`config.mk`:
```
export PLATFORM = sky130hd
export DESIGN_NAME = bcd_scan_driver
export DESIGN_NICKNAME = d
export VERILOG_FILES = /design/src/rtl/bcd_scan_driver.sv
export SDC_FILE = /design/constraint.sdc
export NUM_CORES = 1
export LEC_CHECK = 0
export ABC_CLOCK_PERIOD_IN_PS = 4800
export CAP_MARGIN = 0
export CORE_ASPECT_RATIO = 0.8
export CORE_MARGIN = 5
export CORE_UTILIZATION = 56
export CTS_CLUSTER_DIAMETER = 150
export CTS_CLUSTER_SIZE = 16
export DETAILED_ROUTE_END_ITERATION = 7
export PLACE_DENSITY = 0.77
export SYNTH_ARGS = -nofsm -noshare
export SYNTH_HDL_FRONTEND = slang
export SYNTH_SLANG_ARGS = --single-unit
```
`constraint.sdc`:
```
create_clock -name clk -period 4.8 [get_ports clk]
set_input_delay 1.44 -clock clk [delete_from_list [all_inputs] [get_ports clk]]
set_output_delay 1.44 -clock clk [all_outputs]
set_load 0.02 [all_outputs]
```
`src/rtl/bcd_scan_driver.sv`:
```
// bcd_scan_driver: 8-bit binary to 3-digit BCD via double dabble, multiplexed onto a scanned display.
// Optional leading-zero blanking is compiled in with LEADING_ZERO_BLANK_EN.
module bcd_scan_driver #(
    parameter int SCAN_DIV = 1000
) (
    input  logic       clk,
    input  logic       rst_n,
    input  logic [7:0] value,
    input  logic       load,
    output logic       busy,
    output logic       done,
    output logic [3:0] digit,
    output logic [2:0] digit_sel
);
    localparam int PW = $clog2(SCAN_DIV);

    typedef enum logic {IDLE, SHIFT} state_t;

    state_t          state_q;
    logic [19:0]     sr_q, sr_d;
    logic [11:0]     adj;
    logic [2:0]      cnt_q;
    logic [11:0]     disp_q;
    logic            busy_q, done_q;
    logic [PW-1:0]   presc_q;
    logic [1:0]      idx_q;
    logic [3:0]      hun, ten, one;

    // One dabble step: correct each BCD nibble, then shift the whole register left
    always_comb begin
        adj = '0;
        for (int i = 0; i < 3; i++)
            adj[4*i +: 4] = (sr_q[8+4*i +: 4] >= 4'd5) ? sr_q[8+4*i +: 4] + 4'd3 : sr_q[8+4*i +: 4];
        sr_d = {adj[10:0], sr_q[7:0], 1'b0};
    end

    always_ff @(posedge clk or negedge rst_n) begin
        if (!rst_n) begin
            state_q <= IDLE;
            sr_q    <= '0;
            cnt_q   <= '0;
            disp_q  <= 12'hAAA;
            busy_q  <= 1'b0;
            done_q  <= 1'b0;
        end else begin
            done_q <= 1'b0;
            if (state_q == IDLE) begin
                if (load) begin
                    state_q <= SHIFT;
                    sr_q    <= {12'b0, value};
                    cnt_q   <= '0;
                    busy_q  <= 1'b1;
                end
            end else begin
                sr_q  <= sr_d;
                cnt_q <= cnt_q + 3'd1;
                if (cnt_q == 3'd7) begin
                    state_q <= IDLE;
                    busy_q  <= 1'b0;
                    done_q  <= 1'b1;
                    disp_q  <= sr_d[19:8];
                end
            end
        end
    end

    always_ff @(posedge clk or negedge rst_n) begin
        if (!rst_n) begin
            presc_q <= '0;
            idx_q   <= '0;
        end else if (presc_q == PW'(SCAN_DIV - 1)) begin
            presc_q <= '0;
            idx_q   <= (idx_q == 2'd2) ? 2'd0 : idx_q + 2'd1;
        end else begin
            presc_q <= presc_q + 1'b1;
        end
    end

    always_comb begin
        one = disp_q[3:0];
`ifdef LEADING_ZERO_BLANK_EN
        hun = (disp_q[11:8] == 4'd0) ? 4'd10 : disp_q[11:8];
        ten = (disp_q[11:8] == 4'd0 && disp_q[7:4] == 4'd0) ? 4'd10 : disp_q[7:4];
`else
        hun = disp_q[11:8];
        ten = disp_q[7:4];
`endif
        digit     = (idx_q == 2'd0) ? one : (idx_q == 2'd1) ? ten : hun;
        digit_sel = 3'b001 << idx_q;
    end

    assign busy = busy_q;
    assign done = done_q;
endmodule

```
==> metrics list <==
* Arr. time, crit path: 1.74 ns
- Tmin final: 3.18 ns
- Share of Yosys cell area claimed by the top area cell type: 0.449
- Number of enable-type register cells in the synthesized netlist: 0
* Clock share of power: 0.161
- Dividing the final minimum period by the clock period gives 0.663.
- DIE AREA: 5810 µm²
- Internal power consumption: 969 µW
* Flop and latch count out of synthesis: 50
* Netlist area before placement: 2450 µm²
- Once routing completed, OpenROAD measured the worst setup slack at 1.62 ns.
* Critical path launch point type: register
- Number of antenna violations at the first check in global routing: 0
- Post-CTS timing repair inserted 0 buffers for setup.
- For this run, the top clock speed supported by timing is 314 MHz.
* Overall power after layout: 1.50 mW
- In the synthesized netlist the dominant register cell turns out to be dfrtp_1.
- The run finished with clean final reports.
* Depth of the worst register-to-register path: 4
- The congestion estimate from routability-driven global placement came to 0.804.
* Count of synthesis-stage warnings from yosys: 0
- Synthesis handed over a netlist of 231 instances.
- The routed design has 4030 µm of wire.
- Clock Root Buffer: clkbuf_8
- Post-Synthesis Mean Instance Area: 10.6 µm²
* Synthesized net count: 251
- Maximum fanout encountered on the critical timing path: 8
- CTS tree: yes
- Average wire per cell in the routed design: 13.3 µm
- Vias after detailed routing: 1,604
- Path category of the worst min-delay check: reg -> reg
* Setup Skew: 0.00686 ns
* Count of standard-cell rows: 21
- Number of failing setup endpoints in the final timing report: 0
- Counting along the longest clock path gives a buffer depth of 2.
* Count of final hold-check violations: 0
- For this run, the total global-route usage over all layers was measured as 0.150.
* Min-Delay Path Depth: 2
* Ant diodes: 0
* Leakage power summed over all cells: 1.25 nW
- VDD sags by at most 0.408 mV.
- HPWL reported at the end of detailed placement: 2850 µm
- Buffers inserted during clock tree synthesis total 5.
- Using the TritonRoute via totals, the vias-per-cell ratio works out to 5.28.
- The share of total power dissipated in sequential elements is 0.449.
- In this run, post-CTS repair resized a total of 0 instances.
- From bottom edge to top edge, the die measures 69.2 µm.
- Dividing total power by cell area gives a power density of 546 nW/µm².
* Nets: 267
* Worst endpoint required time: 3.36 ns
- Post-route non-filler standard cell count: 304
* Insertion delay of the later-clocked pin in the worst-skew pair: 0.30 ns
- The detailed router finished its first iteration with 74 violations.
- # port buffers: 19
- Clock input transition at the sequential cells of the worst setup and hold paths: 0.08 ns
* Horiz. Die Dim: 84.0 µm
- The tightest hold path in the finished design has a slack of 0.485 ns.
* # placed instances: 297
* Number of top-level design ports: 20
- Clock tree synthesis found a total of 50 sinks.
- In the layout the commonest cells are dfrtp_1, nand2_1, o21ai_0.
- Drc violations: 0
* Layout cell share with drive strength beyond 1: 0.0891
* Top post-synthesis cells by area: dfrtp_1, mux2i_1, dfstp_2, o21ai_0, ha_1
- Classification of the worst setup path: reg -> out
- The number of global-route vias before repair was 1,564.
- Worst slack, placed: 1.69 ns
* Post-CTS Hold Fix Bufs: 0
- Type of destination of the critical path: output pin
* Largest net degree at the start of global routing: 51
* Total number of H-tree levels: 2
- For this run, asynchronously set or reset flops after synthesis account for 1.00.
- RSZ-0062 raised after global routing: false
- The first global-routing pass estimated 7110 µm of wire.
- Once detail routing completed, the nets flagged for antenna violations numbered 0.
- Switch share: 0.355
- Final max-slew violation count: 0
- For the final routed database, the setup TNS stands at 0 ns.
- Number of detailed-routing iterations run before antenna repair: 4
- Leaving out fill and tap cells, the most frequent cell in the layout is dfrtp_1.
- The synthesized design spends more area on one cell type than any other, namely dfrtp_1.
- Effective utilization at floorplan: 0.584
* Max-cap check violation count: 0
- Relative max-transition margin: 0.284
- Summed over all nets, the switching power comes to 533 µW.
- For this run the aggregate overflow at the end of global routing stands at 0.
- Worst slew pin tran: 1.07 ns
- Area growth from synthesis to layout: 12.0%
* Combinational Power Share: 0.389
- Share of synthesized area occupied by flip-flops and latches: 0.513
- Placeable core area: 4200 µm²
- In this run, distinct cell masters in the synthesized netlist total 32.
final timing paths:
path                                start  slack, ns   endpoint
worst max-delay path             idx_q[0]       1.62   digit[3]
worst min-delay path            disp_q[5]       0.49  disp_q[5]
worst max register to register    state_q       2.91  disp_q[2]
worst min register to register  disp_q[5]       0.49  disp_q[5]
max in group asynchronous           rst_n       2.80       done
min in group asynchronous           rst_n       1.34   sr_q[19]
critical path: stages (launching register included):
cell and delay [ns]:
dfrtp_1 0.49, mux2i_1 0.16, o21ai_0 0.17, clkdlybuf4s50_1 0.63
sequential cells by signal, indices dropped and copies added, names as in the netlist:
name	flops
done	1
busy	1
idx_q	2
cnt_q	3
sr_q	20
presc_q	10
disp_q	12
state_q	1
synthesized netlist by cell type, types with 5 or more instances:
library cell	n
inv_1	8
nand2b_1	12
o21ai_0	24
nand2_1	26
ha_1	9
mux2_2	5
nor3b_1	8
xnor2_1	6
nand3_1	5
dfrtp_1	44
dfstp_2	6
buf_2	5
nor2_1	14
a21oi_1	9
mux2i_1	23
final cells by class:
type | count | area (µm²)
fillers | 364 | 1460
flip-flops and latches | 50 | 1260
multi-input cells | 162 | 1110
repair buffers | 20 | 193
clock buffers | 7 | 86.3
well taps | 57 | 71.3
inverters | 8 | 30.0
power groups by stage:
stage / clock [mW] / sequential (mW) / combinational, mW
3_5_place_dp: 0 / 0.684 / 0.593
5_1_grt: 0.271 / 0.697 / 0.664
2_1_floorplan: 0 / 0.661 / 0.450
3_3_place_gp: 0 / 0.680 / 0.574
6_report: 0.242 / 0.675 / 0.585
4_1_cts: 0.250 / 0.676 / 0.595
layer usage:
metal  track usage  up-vias  wire, µm
li1              -      817         -
met1         0.216      757      2150
met2         0.216       28      1670
met3        0.0558        2       199
met4        0.0321        0        10
met5             0        -         0
cells by family (layout without fill, tap and decap cells):
group / after synthesis / count (layout) / share of synthesized area
flip-flops: 50 / 50 / 0.513
AO/OA/AOI/OAI: 42 / 42 / 0.0969
multiplexers: 30 / 30 / 0.129
buffers and inverters: 19 / 35 / 0.0347
adder cells (fa/ha/maj): 9 / 9 / 0.0459
AND/OR/NAND/NOR: 73 / 73 / 0.152
XOR/XNOR: 8 / 8 / 0.0286
through the flow:
step / instance area, µm² / utilization
after floorplan: 2450 / -
after global placement: 2660 / 0.633
after detailed placement: 2660 / 0.633
after CTS: 2750 / 0.654
after global routing: 2750 / 0.654
final: 2750 / 0.654
Power figures use the tool's default switching activity.
